<file path="src/rtl/reg_array_p_if.sv">
//==============================================================================
// Module      : reg_array_p_if
// Description : Bus bundle for reg_array_p: write sources, load/read controls,
//               clear request, read data and status outputs.
// Revision    : 1.0 - initial release
//==============================================================================
`default_nettype none

interface reg_array_p_if #(
    parameter int DATA_W   = 8,
    parameter int NUM_REGS = 8,
    parameter int SEL_W    = 3
);
    logic [DATA_W-1:0]          data_in;
    logic [DATA_W-1:0]          alu_in;
    logic                       sel_alu;
    logic                       load_r0;
    logic                       load_rn;
    logic [SEL_W-1:0]           rn_sel;
    logic                       en_r0;
    logic                       en_rn;
    logic                       clr_req;
    logic [DATA_W-1:0]          data_out;
    logic                       data_valid;
    logic [DATA_W-1:0]          r0_out;
    logic                       busy;
    logic                       wr_conflict;
    logic [NUM_REGS*DATA_W-1:0] regs_flat;

    modport master (
        output data_in, alu_in, sel_alu, load_r0, load_rn, rn_sel,
               en_r0, en_rn, clr_req,
        input  data_out, data_valid, r0_out, busy, wr_conflict, regs_flat
    );

    modport slave (
        input  data_in, alu_in, sel_alu, load_r0, load_rn, rn_sel,
               en_r0, en_rn, clr_req,
        output data_out, data_valid, r0_out, busy, wr_conflict, regs_flat
    );
endinterface

`default_nettype wire

</file>
<file path="src/rtl/reg_array_p.sv">
//==============================================================================
// Module      : reg_array_p
// Description : Parametrised register array with accumulator R0, registered
//               read port with write/clear bypass, and a sequenced clear sweep.
// Revision    : 1.0 - initial release
//==============================================================================
`default_nettype none

module reg_array_p #(
    parameter int DATA_W   = 8,
    parameter int NUM_REGS = 8,
    parameter int SEL_W    = 3
) (
    input  logic          clk1,
    input  logic          rst_n,
    reg_array_p_if.slave  bus
);

    typedef enum logic [0:0] {
        IDLE  = 1'b0,
        CLEAR = 1'b1
    } state_t;

    localparam logic [SEL_W-1:0] C_LAST_IDX = SEL_W'(NUM_REGS - 1);

    state_t             r_state;
    state_t             w_state_next;
    logic [SEL_W-1:0]   r_idx;
    logic [DATA_W-1:0]  r_regs [NUM_REGS];
    logic [DATA_W-1:0]  r_data_out;
    logic               r_data_valid;
    logic               r_wr_conflict;

    logic [DATA_W-1:0]  w_wv;
    logic [DATA_W-1:0]  w_rd_data;
    logic               w_wr_ok;
    logic               w_wr_en;
    logic               w_clr_en;
    logic               w_last;
    logic               w_rd_en;
    logic [SEL_W-1:0]   w_wr_idx;
    logic [SEL_W-1:0]   w_rd_idx;

    assign w_wv     = bus.sel_alu ? bus.alu_in : bus.data_in;
    // Loads are only honoured in IDLE and lose to a clear request.
    assign w_wr_ok  = (r_state == IDLE) && !bus.clr_req;
    assign w_wr_en  = w_wr_ok && (bus.load_r0 || bus.load_rn);
    assign w_wr_idx = bus.load_r0 ? '0 : bus.rn_sel;
    assign w_clr_en = (r_state == CLEAR);
    assign w_last   = (r_idx == C_LAST_IDX);
    assign w_rd_en  = bus.en_r0 || bus.en_rn;
    assign w_rd_idx = bus.en_r0 ? '0 : bus.rn_sel;

    always_comb begin
        w_state_next = r_state;
        case (r_state)
            IDLE:    if (bus.clr_req) w_state_next = CLEAR;
            CLEAR:   if (w_last)      w_state_next = IDLE;
            default: w_state_next = IDLE;
        endcase
    end

    always_ff @(posedge clk1) begin
        if (!rst_n) begin
            r_state <= IDLE;
            r_idx   <= '0;
        end else begin
            r_state <= w_state_next;
            r_idx   <= (w_clr_en && !w_last) ? r_idx + 1'b1 : '0;
        end
    end

    // Out-of-range indices match no register, so such reads return 0
    // and such writes are dropped without extra decode.
    always_comb begin
        w_rd_data = '0;
        for (int k = 0; k < NUM_REGS; k++) begin
            if (w_rd_idx == SEL_W'(k)) begin
                if (w_clr_en && (r_idx == SEL_W'(k)))
                    w_rd_data = '0;
                else if (w_wr_en && (w_wr_idx == SEL_W'(k)))
                    w_rd_data = w_wv;
                else
                    w_rd_data = r_regs[k];
            end
        end
    end

    always_ff @(posedge clk1) begin
        if (!rst_n) begin
            for (int k = 0; k < NUM_REGS; k++) r_regs[k] <= '0;
        end else begin
            for (int k = 0; k < NUM_REGS; k++) begin
                if (w_clr_en && (r_idx == SEL_W'(k)))
                    r_regs[k] <= '0;
                else if (w_wr_en && (w_wr_idx == SEL_W'(k)))
                    r_regs[k] <= w_wv;
            end
        end
    end

    always_ff @(posedge clk1) begin
        if (!rst_n) begin
            r_data_out    <= '0;
            r_data_valid  <= 1'b0;
            r_wr_conflict <= 1'b0;
        end else begin
            if (w_rd_en) r_data_out <= w_rd_data;
            r_data_valid  <= w_rd_en;
            r_wr_conflict <= w_wr_ok && bus.load_r0 && bus.load_rn;
        end
    end

    assign bus.data_out    = r_data_out;
    assign bus.data_valid  = r_data_valid;
    assign bus.r0_out      = r_regs[0];
    assign bus.busy        = (r_state == CLEAR);
    assign bus.wr_conflict = r_wr_conflict;

    generate
        for (genvar i = 0; i < NUM_REGS; i++) begin : g_flat
            assign bus.regs_flat[i*DATA_W +: DATA_W] = r_regs[i];
        end
    endgenerate

endmodule

`default_nettype wire
</file>
<file path="src/flat_wrapper.sv">
// flat-port wrapper written by rule: the top's interface ports become plain ports
module reg_array_p_flat 
#(
    parameter int DATA_W   = 8,
    parameter int NUM_REGS = 8,
    parameter int SEL_W    = 3
)
  (clk1, rst_n, bus_data_in, bus_alu_in, bus_sel_alu, bus_load_r0, bus_load_rn, bus_rn_sel, bus_en_r0, bus_en_rn, bus_clr_req, bus_data_out, bus_data_valid, bus_r0_out, bus_busy, bus_wr_conflict, bus_regs_flat);
  reg_array_p_if #(.DATA_W(DATA_W), .NUM_REGS(NUM_REGS), .SEL_W(SEL_W)) bus_i ();
  input  logic clk1;
  input  logic rst_n;
  input wire logic [$bits(bus_i.data_in)-1:0] bus_data_in;
  input wire logic [$bits(bus_i.alu_in)-1:0] bus_alu_in;
  input wire logic [$bits(bus_i.sel_alu)-1:0] bus_sel_alu;
  input wire logic [$bits(bus_i.load_r0)-1:0] bus_load_r0;
  input wire logic [$bits(bus_i.load_rn)-1:0] bus_load_rn;
  input wire logic [$bits(bus_i.rn_sel)-1:0] bus_rn_sel;
  input wire logic [$bits(bus_i.en_r0)-1:0] bus_en_r0;
  input wire logic [$bits(bus_i.en_rn)-1:0] bus_en_rn;
  input wire logic [$bits(bus_i.clr_req)-1:0] bus_clr_req;
  output wire logic [$bits(bus_i.data_out)-1:0] bus_data_out;
  output wire logic [$bits(bus_i.data_valid)-1:0] bus_data_valid;
  output wire logic [$bits(bus_i.r0_out)-1:0] bus_r0_out;
  output wire logic [$bits(bus_i.busy)-1:0] bus_busy;
  output wire logic [$bits(bus_i.wr_conflict)-1:0] bus_wr_conflict;
  output wire logic [$bits(bus_i.regs_flat)-1:0] bus_regs_flat;
  assign bus_i.data_in = bus_data_in;
  assign bus_i.alu_in = bus_alu_in;
  assign bus_i.sel_alu = bus_sel_alu;
  assign bus_i.load_r0 = bus_load_r0;
  assign bus_i.load_rn = bus_load_rn;
  assign bus_i.rn_sel = bus_rn_sel;
  assign bus_i.en_r0 = bus_en_r0;
  assign bus_i.en_rn = bus_en_rn;
  assign bus_i.clr_req = bus_clr_req;
  assign bus_data_out = bus_i.data_out;
  assign bus_data_valid = bus_i.data_valid;
  assign bus_r0_out = bus_i.r0_out;
  assign bus_busy = bus_i.busy;
  assign bus_wr_conflict = bus_i.wr_conflict;
  assign bus_regs_flat = bus_i.regs_flat;
  reg_array_p #(.DATA_W(DATA_W), .NUM_REGS(NUM_REGS), .SEL_W(SEL_W)) u_core (.clk1(clk1), .rst_n(rst_n), .bus(bus_i));
endmodule
</file>
<file path="config.mk">
export PLATFORM = sky130hd
export DESIGN_NAME = reg_array_p_flat
export DESIGN_NICKNAME = d
export VERILOG_FILES = /design/src/rtl/reg_array_p_if.sv /design/src/rtl/reg_array_p.sv /design/src/flat_wrapper.sv
export SDC_FILE = /design/constraint.sdc
export NUM_CORES = 1
export LEC_CHECK = 0
export ABC_AREA = 1
export BUFFER_PORTS_ARGS = -buffer_cell sky130_fd_sc_hd__buf_4
export CELL_PAD_IN_SITES_DETAIL_PLACEMENT = 1
export CELL_PAD_IN_SITES_GLOBAL_PLACEMENT = 1
export CORE_AREA = 2 2 107 109
export DETAILED_ROUTE_END_ITERATION = 10
export DIE_AREA = 0 0 109 111
export PLACE_DENSITY_LB_ADDON = 0.1
export REMOVE_ABC_BUFFERS = 1
export SYNTH_ARGS = -nofsm -noshare
export SYNTH_HDL_FRONTEND = slang
export SYNTH_SLANG_ARGS = --single-unit
</file>
<file path="constraint.sdc">
create_clock -name clk1 -period 4.5 [get_ports clk1]
set_input_delay 1.35 -clock clk1 [delete_from_list [all_inputs] [get_ports clk1]]
set_output_delay 1.35 -clock clk1 [all_outputs]
set_load 0.01 [all_outputs]
</file>
==> reports/metrics.cfg <==
[outcome]
run_status = complete, no violations

[placement]
place_hpwl_um = 12100
gp_congestion = 0.882
place_area_mm2 = 0.00533
port_buffers = 109

[clocking]
clk_pin_slew_ps = 60
cts.htree.levels = 3
clock-sinks = 78
clk_latency_ps = 340
cts_hold_buffers = 0
cts_setup_buffers = 0
postCtsResizedCells = 0
clock_tree.root_cell = clkbuf_16
clockBufferDepth = 2
cts_buffers = 9
cts_tree = yes

[worst_setup_path]
worst_ep_required_time_ps = 4730
end_kind = register
path_max_fanout = 11
crit_type = input port to register
cp-start-kind = input port
arrival_ps = 3390

[detailed_routing]
dr_wl_met3_um = 1080
via_per_inst = 5.48
routed_wl_um = 16100
wl_per_cell_um = 20.3
drt-initial-drc-count = 310
met1Wirelength_um = 7020
drt_pass1_iterations = 5
drtAntennaViolNets = 0
wl_met2_um = 7680
top_layer_used = met4
vias = 4362
drc_errors = 0

[sta]
drv_slew = 0
whs_ps = 507
fin_setup_tns_ps = 0
fin_crit_ps = 3160
worst_pin_slew_ps = 913
finalHoldViolCount = 0
rsz0062_at_grt = no
slew_headroom_pct = 38.7
finalCritPeriodShare_pct = 70.3
setup_viol = 0
timing.fmax_mhz = 316
clock_skew_ps = 6.59

[global_routing]
grt_max_degree = 29
grt-ovfl-total = 0
grt_pass1_wl_um = 24600
grt_pass1_vias = 4335
antenna_found_initial = 0
grt_use_total_pct = 27.5

[final_layout]
diodes = 0
stdcell_area_mm2 = 0.00564
mostFrequentLayoutCells = nand2_1, buf_4, nor2_1
area_delta_synth_final_pct = 25.9
drive_above_1_share_pct = 23.6
fillers = 1334
final_common_cell = nand2_1
final_nets = 681
finalCoreUtilization_pct = 51.0

[floorplanning]
die_area_mm2 = 0.0121
start_util_pct = 40.5
io_pins = 110
fp.dieW_um = 109
core_area_mm2 = 0.0111
die-height_um = 111
num_rows = 39

[power]
p_leak_nw = 2.50
p_per_area_mw_per_mm2 = 340
total_power_w = 0.00192
vdd.ir_drop.worst_v = 0.000201

[flow_run]
maxCapViolations = 0

[logic_synthesis]
ys_ff_latch = 78
synth_top_area_share_pct = 42.9
seq_area_frac_synth_pct = 49.1
synth_cell_types = 32
syn_area_mm2 = 0.00448
yosys_warnings = 0
synth_area_per_cell_um2 = 8.12
synth_largest_area_cell = edfxtp_1
synthTopCellsByArea = edfxtp_1, nand2_1, nor2_1
syn_inst = 552

[hold_path]
hp-class = register to register

-- worst max-delay path, stage by stage --
cell     delay (ps)
buf_4           110
nor2_1          150
nand2_2         160
nor2_2          400
inv_2           150
nor2_2          350
inv_1           140
nand2_1          90
o21ai_0         110
nand2_1         110
nand4_1          90
nor2_1          120
nor2_1           50
-- per-layer routing --
layer / vias up / global-route usage (%)
met3: 26 / 4.94
met4: 0 / 8.72
met2: 167 / 43.4
met1: 2145 / 37.9
li1: 2024 / -
met5: - / 0
-- metrics by stage --
stage	cells	setup slack, ps
after floorplan	523	1510
after global placement	780	1130
after detailed placement	780	1010
after CTS	796	1360
after global routing	796	997
final	796	1340
-- Yosys cell counts --
cell,n
nor3_4,1
nor3b_2,1
nand2_1,120
inv_1,50
nor2_8,1
buf_4,12
nor4_2,2
buf_6,3
clkbuf_1,7
nor3_2,1
nand3_1,59
edfxtp_1,64
buf_1,2
nor3b_1,1
nor3_1,2
o21ai_0,29
nor2_2,4
nand4_1,9
nor2_1,107
dfxtp_1,14
nand3b_1,1
o211ai_1,24
nand2_2,3
nor4_1,1
nor2_4,3
inv_2,8
ha_1,6
nand3_4,1
o21ai_1,1
buf_2,5
a21oi_1,8
nand3_2,2
-- flip-flops by register name, indices dropped and copies added, names as in the netlist --
| register | cells |
|---|---|
| u_core.bus.busy | 1 |
| u_core.bus.data_out | 8 |
| u_core.bus.data_valid | 1 |
| u_core.bus.wr_conflict | 1 |
| u_core.r_idx | 3 |
| u_core.r_regs | 64 |
-- cells by family (layout without fill, tap and decap cells) --
| group | Yosys count | in the layout | synth area share, % |
|---|---|---|---|
| flops | 78 | 78 | 49.1 |
| simple gates | 319 | 319 | 32.0 |
| compound gates | 62 | 62 | 8.26 |
| fa+ha+maj | 6 | 6 | 1.67 |
| buf+inv | 87 | 188 | 8.93 |
-- layout make-up --
type | count | area [um^2] | area share, %
sequential | 78 | 2200 | 39.0
timing repair buffer | 114 | 856 | 15.2
clock buffer | 12 | 236 | 4.19
clock inverter | 4 | 73.8 | 1.31
multi-input combinational | 387 | 1880 | 33.3
inverter | 58 | 218 | 3.86
tap | 143 | 179 | 3.17
-- final timing paths --
path	startpoint	endpoint	slack (ps)	depth (start not counted)
max	bus_clr_req	u_core.bus.data_out[7]	1340	13
min	u_core.r_idx[0]	u_core.r_idx[0]	510	1
max reg2reg	u_core.r_idx[0]	u_core.bus.data_out[6]	2000	8
min reg2reg	u_core.r_idx[0]	u_core.r_idx[0]	510	1
-- report_power, final --
group / switching [W] / internal, W / total (W)
Combinational: 0.000189 / 0.000104 / 0.000293
Clock: 0.000293 / 0.000487 / 0.000780
Sequential: 0.0000281 / 0.000819 / 0.000848
Note: power is estimated with default switching activity, not from simulation.
